$ cat src/rtl/counter_pkg.sv
// counter_pkg: direction/mode constants and clamped-load helper shared by the modulo counter.
package counter_pkg;
  localparam logic DIR_UP    = 1'b1;
  localparam logic DIR_DOWN  = 1'b0;
  localparam logic MODE_WRAP = 1'b0;
  localparam logic MODE_SAT  = 1'b1;
  // Values outside the count range are pinned to the top of the range.
  function automatic logic [31:0] clamp_load(input logic [31:0] value, input logic [31:0] modulus);
    return (value >= modulus) ? modulus - 32'd1 : value;
  endfunction
endpackage

$ cat src/rtl/counter_prescaler.sv
// counter_prescaler: gates count steps to one per (prescale+1) enabled cycles.
module counter_prescaler #(
  parameter int PRESCALE_W = 4
) (
  input  logic                  clock,
  input  logic                  reset,
  input  logic                  enable,
  input  logic                  clr,
  input  logic [PRESCALE_W-1:0] prescale,
  output logic                  step
);
  logic [PRESCALE_W-1:0] r_cnt;
  logic                  w_hit;
  assign w_hit = (r_cnt == prescale);
  assign step  = enable & w_hit;
  always_ff @(posedge clock or negedge reset) begin
    if (!reset)      r_cnt <= '0;
    else if (clr)    r_cnt <= '0;
    else if (enable) r_cnt <= w_hit ? '0 : r_cnt + 1'b1;
  end
endmodule

$ cat src/rtl/modulo_updown_counter.sv
// modulo_updown_counter: up/down modulo counter with load, clear, wrap/saturate, tc and sticky overflow.
// Optional prescaler gate enabled by defining MODULO_COUNTER_PRESCALE_EN.
module modulo_updown_counter
  import counter_pkg::*;
#(
  parameter int WIDTH      = 4,
  parameter int MODULUS    = 16,
  parameter int PRESCALE_W = 4
) (
  input  logic                  clock,
  input  logic                  reset,
  input  logic                  enable,
  input  logic                  up,
  input  logic                  saturate,
  input  logic                  clear,
  input  logic                  load,
  input  logic [WIDTH-1:0]      load_value,
`ifdef MODULO_COUNTER_PRESCALE_EN
  input  logic [PRESCALE_W-1:0] prescale,
`endif
  output logic [WIDTH-1:0]      count,
  output logic                  tc,
  output logic                  overflow
);
  localparam logic [WIDTH-1:0] MAX = WIDTH'(MODULUS - 1);

  if (MODULUS < 2 || longint'(MODULUS) > (longint'(1) << WIDTH) || PRESCALE_W < 1) begin : g_bad_params
    $error("modulo_updown_counter: MODULUS must satisfy 2 <= MODULUS <= 2**WIDTH");
  end

  logic [WIDTH-1:0] r_count;
  logic             r_tc;
  logic             r_overflow;
  logic             w_step;
  logic             w_up;
  logic             w_sat;
  logic             w_end;
  logic [WIDTH-1:0] w_next;
  logic [WIDTH-1:0] w_load;

`ifdef MODULO_COUNTER_PRESCALE_EN
  logic w_gate;
  counter_prescaler #(.PRESCALE_W(PRESCALE_W)) u_prescaler (
    .clock    (clock),
    .reset    (reset),
    .enable   (enable & ~clear & ~load),
    .clr      (clear | load),
    .prescale (prescale),
    .step     (w_gate)
  );
  assign w_step = enable & w_gate;
`else
  assign w_step = enable;
`endif

  assign w_up   = (up == DIR_UP);
  assign w_sat  = (saturate == MODE_SAT);
  assign w_load = WIDTH'(clamp_load(32'(load_value), 32'(MODULUS)));

  // Range ends are explicit compares so non-power-of-two moduli wrap correctly.
  always_comb begin
    w_end  = w_up ? (r_count == MAX) : (r_count == '0);
    w_next = w_end ? (w_sat ? r_count : (w_up ? '0 : MAX))
                   : (w_up ? r_count + 1'b1 : r_count - 1'b1);
  end

  always_ff @(posedge clock or negedge reset) begin
    if (!reset) begin
      r_count    <= '0;
      r_tc       <= 1'b0;
      r_overflow <= 1'b0;
    end else if (clear) begin
      r_count    <= '0;
      r_tc       <= 1'b0;
      r_overflow <= 1'b0;
    end else if (load) begin
      r_count <= w_load;
      r_tc    <= 1'b0;
    end else if (w_step) begin
      r_count    <= w_next;
      r_tc       <= w_end;
      r_overflow <= r_overflow | w_end;
    end else begin
      r_tc <= 1'b0;
    end
  end

  assign count    = r_count;
  assign tc       = r_tc;
  assign overflow = r_overflow;
endmodule
$ cat config.mk
export PLATFORM = sky130hd
export DESIGN_NAME = modulo_updown_counter
export DESIGN_NICKNAME = d
export VERILOG_FILES = /design/src/rtl/counter_pkg.sv /design/src/rtl/counter_prescaler.sv /design/src/rtl/modulo_updown_counter.sv
export SDC_FILE = /design/constraint.sdc
export NUM_CORES = 1
export LEC_CHECK = 0
export CAP_MARGIN = 5
export CORE_ASPECT_RATIO = 1.1
export CORE_MARGIN = 3
export CORE_UTILIZATION = 30
export CTS_CLUSTER_SIZE = 14
export DETAILED_ROUTE_END_ITERATION = 6
export GPL_ROUTABILITY_DRIVEN = 0
export SLEW_MARGIN = 20
export SYNTH_ARGS = -nofsm -noshare
export SYNTH_HDL_FRONTEND = slang
export SYNTH_SLANG_ARGS = --single-unit
$ cat constraint.sdc
create_clock -name clock -period 2.14 [get_ports clock]
set_input_delay 0.535 -clock clock [delete_from_list [all_inputs] [get_ports clock]]
set_output_delay 0.535 -clock clock [all_outputs]
set_load 0.05 [all_outputs]
==> impl_metrics.yaml <==
global_route:
  grt_pass1_vias: 441
  antenna_found_initial: 0
  grt_pass1_wl_mm: 1.95
  grt_overflow: 0
  gr-usage-all-layers: 0.136
  grt_max_degree: 7
yosys:
  synth_simple_gate_area_frac: 0.170
  synth-edff-count: 0
  synth_nets: 65
  syn_area_um2: 487
  synth_area_per_cell_um2: 9.54
  synth_mux_area_frac: 0.0206
  synth_compound_area_frac: 0.326
  synth_xor_area_frac: 0.0360
  postSynthCellCount: 51
  synthFlopType: "dfrtp_1"
  synth-adder-area-share: 0.0925
  ys_async_sr_fraction: 1.00
  synth_top_family_by_area: "compound AO/OA/AOI/OAI gates"
  ys_seq_area_frac: 0.308
  ys.warnings.count: 0
  synth_cell_type_count: 26
  synth-seq-cells: 6
timing:
  setup_viol: 0
  layout_min_cycle_time_ps: 1990
  timing.final.ws_setup_ps: 147
  drv_slew: 0
  hold-worst-slack_ps: 500
  post-route-period-util: 0.931
  fin_skew_ps: 5.46
  fmax_mhz: 502
  tightestPinTransition_ps: 493
  rsz0062_at_grt: "false"
  relSlewSlack: 0.670
  final_hold_viol_count: 0
clock_network:
  cts_root_buffer: "clkbuf_4"
  htreeDepth: 1
  clk_latency_ps: 250
  path_clk_slew_ps: 50
  cts_tree: "built"
  cts_buffer_depth: 2
  clock-sinks: 6
  cts_made_buffers: 3
  holdBufCountCts: 0
cells_and_area:
  antenna_cells: 0
  fin_nets: 92
  syn2layout_area_growth_pct: 51.2
  final_cells: 92
  drive_gt1_frac: 0.276
  fillers: 146
  post-route-util: 0.506
floorplanning:
  die_y_um: 48.2
  die-area_um2: 2140
  rows: 14
  start_util: 0.335
  die_x_um: 44.4
  core_um2: 1450
  ioPinCount: 17
worst_setup_path:
  cp.arrival_ps: 2140
  timing_worst_setup_path_type: "in -> reg"
  crit_end: "count[3]"
  max_stage_delay_ps: 540
  r2r_end: "count[1]"
  cp-start-kind: "input pin"
  cp_cell_sequence: "clkdlybuf4s50_1 > inv_1 > buf_4 > ha_1 > nand3_1 > a21o_1 > a21oi_1 > o41ai_2"
  endpoint_kind: "register"
  crit_fanout: 5
  cp_slowest_cell: "clkdlybuf4s50_1"
  startpoint: "up"
  reg2reg_depth: 5
  timing.rr.start: "count[2]"
  critPathRequiredTime_ps: 2290
  rrSetupSlack_ps: 470
pwr:
  swShare: 0.370
  power_density_nw_per_um2: 571
  seqPwrFrac: 0.332
  p_clk_frac: 0.252
  leakage_nw: 0.330
  p_int_mw: 0.265
  switchingPower_mw: 0.155
  p_comb_frac: 0.416
  vdd_drop_max_uv: 193
placement:
  dp_hpwl_mm: 1.02
  port_buffers: 16
  place_ws_ps: -193
  place_inst: 89
drt:
  drc: 0
  dr.pass1.iters: 4
  drt-total-wl_mm: 1.27
  drtIter0Drc: 6
  routedWlPerCell_um: 13.8
  postRouteAntennaNets: 0
  avgViaCountPerCell: 5.33
  num_vias: 490
worst_hold_path:
  holdPathStages: 1
  hold_class: "reg -> reg"
flow_run:
  drv_cap: 0
status:
  outcome: "completed"
[cell usage after synthesis, types with 3 or more instances]
library cell,n,share of area
o211ai_1,3,0.046
o21ai_0,4,0.041
dfrtp_1,6,0.31
inv_1,6,0.046
nand3_1,3,0.031
[critical path, delay by kind of cell]
kind	cells	cell delay (ps)
adder cells (fa/ha/maj)	1	280
AND/OR/NAND/NOR	1	100
AO/OA/AOI/OAI	3	470
buffers and inverters	3	750
[sequential cells by signal (all words and copies together) (netlist names)]
signal	cells
tc	1
count	4
overflow	1
[worst min path at each step]
stage	from	slack, ps	to
5_1_grt	overflow	520	overflow
3_3_place_gp	overflow	480	overflow
3_5_place_dp	overflow	500	overflow
6_report	overflow	500	overflow
4_1_cts	overflow	510	overflow
2_1_floorplan	reset	240	count[0]
[routing by layer]
metal | GRT usage | wire length [um] | vias to the layer above
met3 | 0.0295 | 91 | 2
met4 | 0.127 | 17 | 0
met2 | 0.247 | 621 | 16
met1 | 0.131 | 541 | 225
li1 | - | - | 247
met5 | 0 | 0 | -
[cell families (layout without fill, tap and decap cells)]
family          Yosys count  count (layout)
compound gates           20              20
simple gates             13              13
xor+xnor                  2               2
mux                       1               1
buf+inv                   6              31
fa+ha+maj                 3               3
flops                     6               6
[cell type report]
type / instances / area (um^2) / area share
well taps: 16 / 20.0 / 0.0272
multi-input cells: 39 / 325 / 0.442
clock buffers: 3 / 22.5 / 0.0306
repair buffers: 22 / 195 / 0.265
inverters: 6 / 22.5 / 0.0306
flip-flops and latches: 6 / 150 / 0.204
[layout by cell type (no fill, tap or decap), types with 2 or more instances in the layout]
cell type	count
nand3_1	3
buf_4	10
dfrtp_1	6
inv_1	6
clkbuf_4	3
o211ai_1	3
ha_1	2
xor2_1	2
nor2_1	2
a31oi_1	2
clkdlybuf4s50_1	12
and3_1	2
and2_1	2
o21ai_0	4
o31ai_1	2
[power by group through the flow]
stage | clock network (mW) | registers (mW) | logic, mW
6_report | 0.106 | 0.139 | 0.175
5_1_grt | 0.114 | 0.141 | 0.189
4_1_cts | 0.107 | 0.139 | 0.171
3_5_place_dp | 0 | 0.141 | 0.170
3_3_place_gp | 0 | 0.141 | 0.169
2_1_floorplan | 0 | 0.171 | 0.0700
[stage by stage]
| step | setup TNS (ps) | power [mW] | cell area (um^2) |
|---|---|---|---|
| floorplan | 0 | 0.241 | 487 |
| global placement | -196 | 0.310 | 702 |
| detailed placement | -331 | 0.311 | 702 |
| CTS | 0 | 0.417 | 724 |
| global route | 0 | 0.444 | 736 |
| finish | 0 | 0.420 | 736 |
[repair_timing]
item                                    CTS  global route
setup buffers                             0             0
endpoints found under the setup margin    0             1
resized for setup                         0             2
hold endpoints to repair                  0             0
No activity file was read; power rests on OpenSTA's default activity.
